<file path="src/rtl/painel_pkg.sv">
// Shared definitions for the panel scroll sequencer.
// Provides the shift-register mode encodings, the FSM state encoding,
// the default register width and the width of the step counter output.
package painel_pkg;

  localparam int unsigned WIDTH_DEF = 16;
  localparam int unsigned PASSO_W   = 5;

  // Mode-select encoding {ch1,ch0} understood by the universal shift register
  localparam logic [1:0] MODO_HOLD  = 2'b00;
  localparam logic [1:0] MODO_DIR   = 2'b01;
  localparam logic [1:0] MODO_ESQ   = 2'b10;
  localparam logic [1:0] MODO_CARGA = 2'b11;

  // Sequencer states
  localparam logic [1:0] ST_IDLE    = 2'd0;
  localparam logic [1:0] ST_CARGA   = 2'd1;
  localparam logic [1:0] ST_ESPERA  = 2'd2;
  localparam logic [1:0] ST_DESLOCA = 2'd3;

  // Shift mode for a latched direction (1 = right, 0 = left)
  function automatic logic [1:0] modo_desloca(input logic dir);
    return dir ? MODO_DIR : MODO_ESQ;
  endfunction

endpackage

</file>
<file path="src/rtl/painel_divisor_passo.sv">
// Step-period counter for the panel scroll sequencer.
// Ports:
//   clk, rst      - clock, asynchronous active-high reset
//   load_i        - clear the counter and latch a new period from velocidade_i
//   en_i          - advance the counter by one
//   velocidade_i  - speed select; period P = PRESC_BASE << (3 - velocidade_i)
//   term_o        - registered flag, high while the counter equals P-2
module painel_divisor_passo
  import painel_pkg::*;
#(
  parameter int unsigned PRESC_BASE = 4,
  parameter int unsigned CNT_W      = 12
) (
  input  logic       clk,
  input  logic       rst,
  input  logic       load_i,
  input  logic       en_i,
  input  logic [1:0] velocidade_i,
  output logic       term_o
);

  logic [CNT_W-1:0] cnt_q, cnt_d;
  logic [CNT_W-1:0] per_q, per_d;
  logic             term_q, term_d;

  // Next counter/period; the terminal flag is computed from the next values
  // so it can be presented as a register in the same cycle the count hits P-2.
  always_comb begin
    cnt_d = cnt_q;
    per_d = per_q;
    if (load_i) begin
      cnt_d = '0;
      per_d = CNT_W'(PRESC_BASE) << (2'd3 - velocidade_i);
    end else if (en_i) begin
      cnt_d = cnt_q + CNT_W'(1);
    end
    term_d = (cnt_d == (per_d - CNT_W'(2)));
  end

  always_ff @(posedge clk or posedge rst) begin
    if (rst) begin
      cnt_q  <= '0;
      per_q  <= CNT_W'(PRESC_BASE);
      term_q <= 1'b0;
    end else begin
      cnt_q  <= cnt_d;
      per_q  <= per_d;
      term_q <= term_d;
    end
  end

  assign term_o = term_q;

endmodule

</file>
<file path="src/rtl/painel_scroll_ctrl.sv">
// Scroll sequencer for the panel's 16-bit universal shift register.
// Loads the message once, then issues one shift strobe per step period,
// left or right, for one rotation or continuously until stopped.
// Ports:
//   clk, rst        - clock, asynchronous active-high reset
//   iniciar         - start request (acted on only when idle)
//   parar           - stop request, overrides iniciar
//   direcao         - 0 shift left, 1 shift right (latched at start)
//   velocidade      - speed select (latched on every wait-phase entry)
//   continuo        - repeat rotations until parar
//   ch0, ch1        - registered mode select to the shift register
//   ativo           - high whenever not idle
//   passo           - shifts completed in the current rotation
//   fim_ciclo       - one-cycle pulse on the last shift of a rotation
module painel_scroll_ctrl
  import painel_pkg::*;
#(
  parameter int unsigned WIDTH      = WIDTH_DEF,
  parameter int unsigned PRESC_BASE = 4,
  parameter int unsigned CNT_W      = 12
) (
  input  logic               clk,
  input  logic               rst,
  input  logic               iniciar,
  input  logic               parar,
  input  logic               direcao,
  input  logic [1:0]         velocidade,
  input  logic               continuo,
  output logic               ch0,
  output logic               ch1,
  output logic               ativo,
  output logic [PASSO_W-1:0] passo,
  output logic               fim_ciclo
);

  localparam logic [PASSO_W-1:0] PASSO_MAX = PASSO_W'(WIDTH);
  localparam logic [PASSO_W-1:0] PASSO_PEN = PASSO_W'(WIDTH - 1);

  logic [1:0]         state_q, state_d;
  logic [1:0]         mode_q, mode_d;
  logic               ativo_q, ativo_d;
  logic [PASSO_W-1:0] passo_q, passo_d;
  logic               fim_q, fim_d;
  logic               dir_q, dir_d;
  logic               term;
  logic               load_per;

  // Period is re-latched and the counter cleared on every entry to ESPERA
  assign load_per = (state_d == ST_ESPERA) && (state_q != ST_ESPERA);

  painel_divisor_passo #(
    .PRESC_BASE (PRESC_BASE),
    .CNT_W      (CNT_W)
  ) u_div (
    .clk          (clk),
    .rst          (rst),
    .load_i       (load_per),
    .en_i         (state_q == ST_ESPERA),
    .velocidade_i (velocidade),
    .term_o       (term)
  );

  // Next state and next registered outputs; outputs track the state entered
  always_comb begin
    state_d = state_q;
    mode_d  = MODO_HOLD;
    passo_d = passo_q;
    fim_d   = 1'b0;
    dir_d   = dir_q;
    case (state_q)
      ST_IDLE: begin
        if (iniciar && !parar) begin
          state_d = ST_CARGA;
          mode_d  = MODO_CARGA;
          dir_d   = direcao;
          passo_d = '0;
        end
      end
      ST_CARGA: begin
        state_d = parar ? ST_IDLE : ST_ESPERA;
      end
      ST_ESPERA: begin
        if (parar) begin
          state_d = ST_IDLE;
        end else if (term) begin
          state_d = ST_DESLOCA;
          mode_d  = modo_desloca(dir_q);
          passo_d = passo_q + PASSO_W'(1);
          fim_d   = (passo_q == PASSO_PEN);
        end
      end
      ST_DESLOCA: begin
        if (parar) begin
          state_d = ST_IDLE;
        end else if (passo_q == PASSO_MAX) begin
          if (continuo) begin
            state_d = ST_ESPERA;
            passo_d = '0;
          end else begin
            state_d = ST_IDLE;
          end
        end else begin
          state_d = ST_ESPERA;
        end
      end
      default: state_d = ST_IDLE;
    endcase
    ativo_d = (state_d != ST_IDLE);
  end

  always_ff @(posedge clk or posedge rst) begin
    if (rst) begin
      state_q <= ST_IDLE;
      mode_q  <= MODO_HOLD;
      ativo_q <= 1'b0;
      passo_q <= '0;
      fim_q   <= 1'b0;
      dir_q   <= 1'b0;
    end else begin
      state_q <= state_d;
      mode_q  <= mode_d;
      ativo_q <= ativo_d;
      passo_q <= passo_d;
      fim_q   <= fim_d;
      dir_q   <= dir_d;
    end
  end

  assign ch0       = mode_q[0];
  assign ch1       = mode_q[1];
  assign ativo     = ativo_q;
  assign passo     = passo_q;
  assign fim_ciclo = fim_q;

endmodule
</file>
<file path="config.mk">
export PLATFORM = sky130hd
export DESIGN_NAME = painel_scroll_ctrl
export DESIGN_NICKNAME = d
export VERILOG_FILES = /design/src/rtl/painel_pkg.sv /design/src/rtl/painel_divisor_passo.sv /design/src/rtl/painel_scroll_ctrl.sv
export SDC_FILE = /design/constraint.sdc
export NUM_CORES = 1
export LEC_CHECK = 0
export BUFFER_PORTS_ARGS = -buffer_cell sky130_fd_sc_hd__buf_2
export CAP_MARGIN = 10
export CORE_MARGIN = 4
export CORE_UTILIZATION = 30
export CTS_BUF_LIST = sky130_fd_sc_hd__clkbuf_8
export DETAILED_ROUTE_END_ITERATION = 12
export PLACE_DENSITY_LB_ADDON = 0.08
export SLEW_MARGIN = 25
export SYNTH_ARGS = -nofsm -noshare
export SYNTH_HDL_FRONTEND = slang
export SYNTH_HIERARCHICAL = 1
export SYNTH_SLANG_ARGS = --single-unit
</file>
<file path="constraint.sdc">
create_clock -name clk -period 4.3 [get_ports clk]
set_input_delay 0.86 -clock clk [delete_from_list [all_inputs] [get_ports clk]]
set_output_delay 0.86 -clock clk [all_outputs]
set_load 0.02 [all_outputs]
</file>
==> metrics.txt <==
status finished, final reports clean; crit-path max FO 10; DIE AREA a little under 9000 µm²; Ys Warns 6; H-tree depth 2; Core Region approximately 7000 µm²; Final min period approximately 3.4 ns; post-synth top area share 0.408; LEAKAGE ~1.1 nW; first-pass GRT wire length 8270 µm; HP Class reg -> reg; relative slew slack 0.561; met2 Use GR 0.173; biggest area consumer among synthesized cells dfrtp_1; max frequency a little under 300 MHz; area grow syn2layout 12.9%; fin util 0.345; Post-DP HPWL about 3500 µm; port buffer count 16; layout cells sized above 1 0.213; fraction of registers with async set or reset after synthesis 1.00; met3 usage 0.0321; Clock Skews between 0.007 and 0.008 ns; top_reg_cell synth dfrtp_1; CP required between 4 and 5 ns; CP max stage delay 0.47 ns; register area share after synthesis 0.420; Yosys cell types 58; hold path depth 1; RR Endpoint u_div/term_o; initial antenna violation count 0; cell family with most CP delay simple AND/OR/NAND/NOR gates; routed length per instance 14.4 µm; Slew Limit Fails 0; number of failing hold endpoints at the final stage 0; vias 1632; DRT Pass-1 Iters 4; Detail Route Antenna Nets 0; crit end category flip-flop; EDFF count, synth 0; Switching Share 0.321; RePlAce Congestion around 0.79; PwrDens 378 nW/µm²; pin count of the biggest net entering global routing 28; r2r setup slk slightly below 0.9 ns; combinational share of power 0.267; Skew-Pair Late Insertion Delay a little under 0.3 ns; hold path start u_div/per_q[0]; final setup violation count 0; Nets ~250; Critical Path Start passo[0]; post-route setup TNS 0 ns; antenna fix cells 0; vias per inst a little under 5; crit path DAT 3.63 ns; critical path class reg -> reg; # hold bufs at CTS 0; CP max stage cell or4b_1; Die Y approximately 94 µm; critical path, cell by cell inv_1 -> ha_1 -> nor4bb_1 -> a21oi_2 -> inv_1 -> a21boi_0 -> ha_1 -> or4b_1 -> nor4_2 -> xnor2_1 -> o2bb2ai_1 -> xor2_1 -> nor4_2; GRT overflow 0; Num Clock Sinks 37; Final period util 0.796; synth cell count leaders dfrtp_1, nor2_1, inv_1; dominant cells by area after synthesis dfrtp_1, xor2_1, xnor2_1; Seq pwr share 0.447; internal power between 600 and 700 µW; Worst Tran Pin Value 0.657 ns; DRT iter0 DRCs 57; clk buf depth 2; Clock Power Share 0.286; gr busiest metal met2; postcts setup bufs 0; Syn Inst Count 216; root buffer cell clkbuf_8; chip width roughly 94 µm; CP bufs+invs 2; total of max-cap violations 0; P_sw between 300 and 400 µW; Total GRT Usage 0.121; I/O Pins 17; DR DRC count 0; Tot Pwr roughly 940 µW; final WL 4810 µm; CTS tree done; Yosys reg bits 37; R2R Path Start passo[0]; maximum vdd drop 0.120 mV; final hold slack about 0.53 ns; top-count cell post-synth dfrtp_1; Startpoint Class flip-flop; post-CTS sizing 0; CTS clk-pin slew, worst paths approximately 0.080 ns; vias in the first global route around 1600; Initial Utilization 0.306; TritonCTS Buffers 5; hold endpoint u_div/per_q[0]; RSZ-0062 raised after global routing false; Cell Area, Synth roughly 2200 µm²; post-synthesis net count 229; Global Route met1 Usage 0.173; syn avg cell area about 10 µm²; R2R depth 13; Site Rows 31
==> worst register-to-register path, stage by stage, from the launching register on <==
cell       delay (ns)
dfrtp_1          0.42
inv_1            0.08
ha_1             0.22
nor4bb_1         0.17
a21oi_2          0.42
inv_1            0.20
a21boi_0         0.29
ha_1             0.30
or4b_1           0.47
nor4_2           0.18
xnor2_1          0.15
o2bb2ai_1        0.10
xor2_1           0.16
nor4_2           0.20
==> state kept, by name (all words and copies together), names as in the netlist, 2 cells and up <==
signal / cells
u_div/per_q: 12
mode_q: 2
passo: 5
u_div/cnt_q: 12
state_q: 2
==> final cells by class <==
class,count,area (µm²)
clock buffers,7,96.3
clock inverters,1,5.00
fillers,761,4720
inverters,13,48.8
multi-input cells,159,1190
flip-flops and latches,37,927
well taps,99,124
repair buffers,18,95.1
==> placed cells by master (no fill, tap or decap), types with 5 or more instances in the layout <==
master and n:
dfrtp_1 36, nor2_1 16, buf_2 16, inv_1 12, nand2_1 11, nor2b_1 9
xor2_1 9, xnor2_1 8, o21ai_0 7, clkbuf_8 7, nand3_1 6, mux2i_1 5
nand2b_1 5, ha_1 5, nor4_1 5
==> power by group through the flow <==
| stage | clock, mW | combinational (mW) | sequential (mW) |
|---|---|---|---|
| after floorplan | 0 | 0.201 | 0.422 |
| after global placement | 0 | 0.256 | 0.428 |
| after detailed placement | 0 | 0.255 | 0.428 |
| after CTS | 0.283 | 0.256 | 0.421 |
| after global routing | 0.300 | 0.284 | 0.428 |
| final | 0.270 | 0.252 | 0.421 |
==> metrics by stage <==
step	setup WS [ns]	cell area, µm²	std cells
floorplan	0.718	2210	216
global placement	0.685	2390	326
detailed placement	0.621	2390	326
CTS	0.882	2490	334
global route	0.488	2490	334
finish	0.876	2490	334
==> cell families (layout without fill, tap and decap cells) <==
family / count (synthesis) / after routing / share of synthesized area
AND/OR/NAND/NOR: 86 / 86 / 0.256
AO/OA/AOI/OAI: 42 / 42 / 0.143
flip-flops: 37 / 37 / 0.420
buffers and inverters: 20 / 39 / 0.0402
XOR/XNOR: 17 / 17 / 0.0675
multiplexers: 9 / 9 / 0.0448
adder cells (fa/ha/maj): 5 / 5 / 0.0283
==> how the worst max path moves through the flow <==
stage	cells after the start	slack, ns	end
after detailed placement	12	0.62	u_div/term_o
after global placement	12	0.68	u_div/term_o
after CTS	13	0.88	u_div/term_o
after global routing	13	0.49	u_div/term_o
after floorplan	14	0.72	u_div/term_o
final	13	0.88	u_div/term_o
==> routing by layer <==
| metal | up-vias | share of wire |
|---|---|---|
| met2 | 16 | 0.44 |
| li1 | 821 | - |
| met3 | 6 | 0.027 |
| met5 | - | 0 |
| met1 | 789 | 0.52 |
| met4 | 0 | 0.015 |
Power figures use the tool's default switching activity.
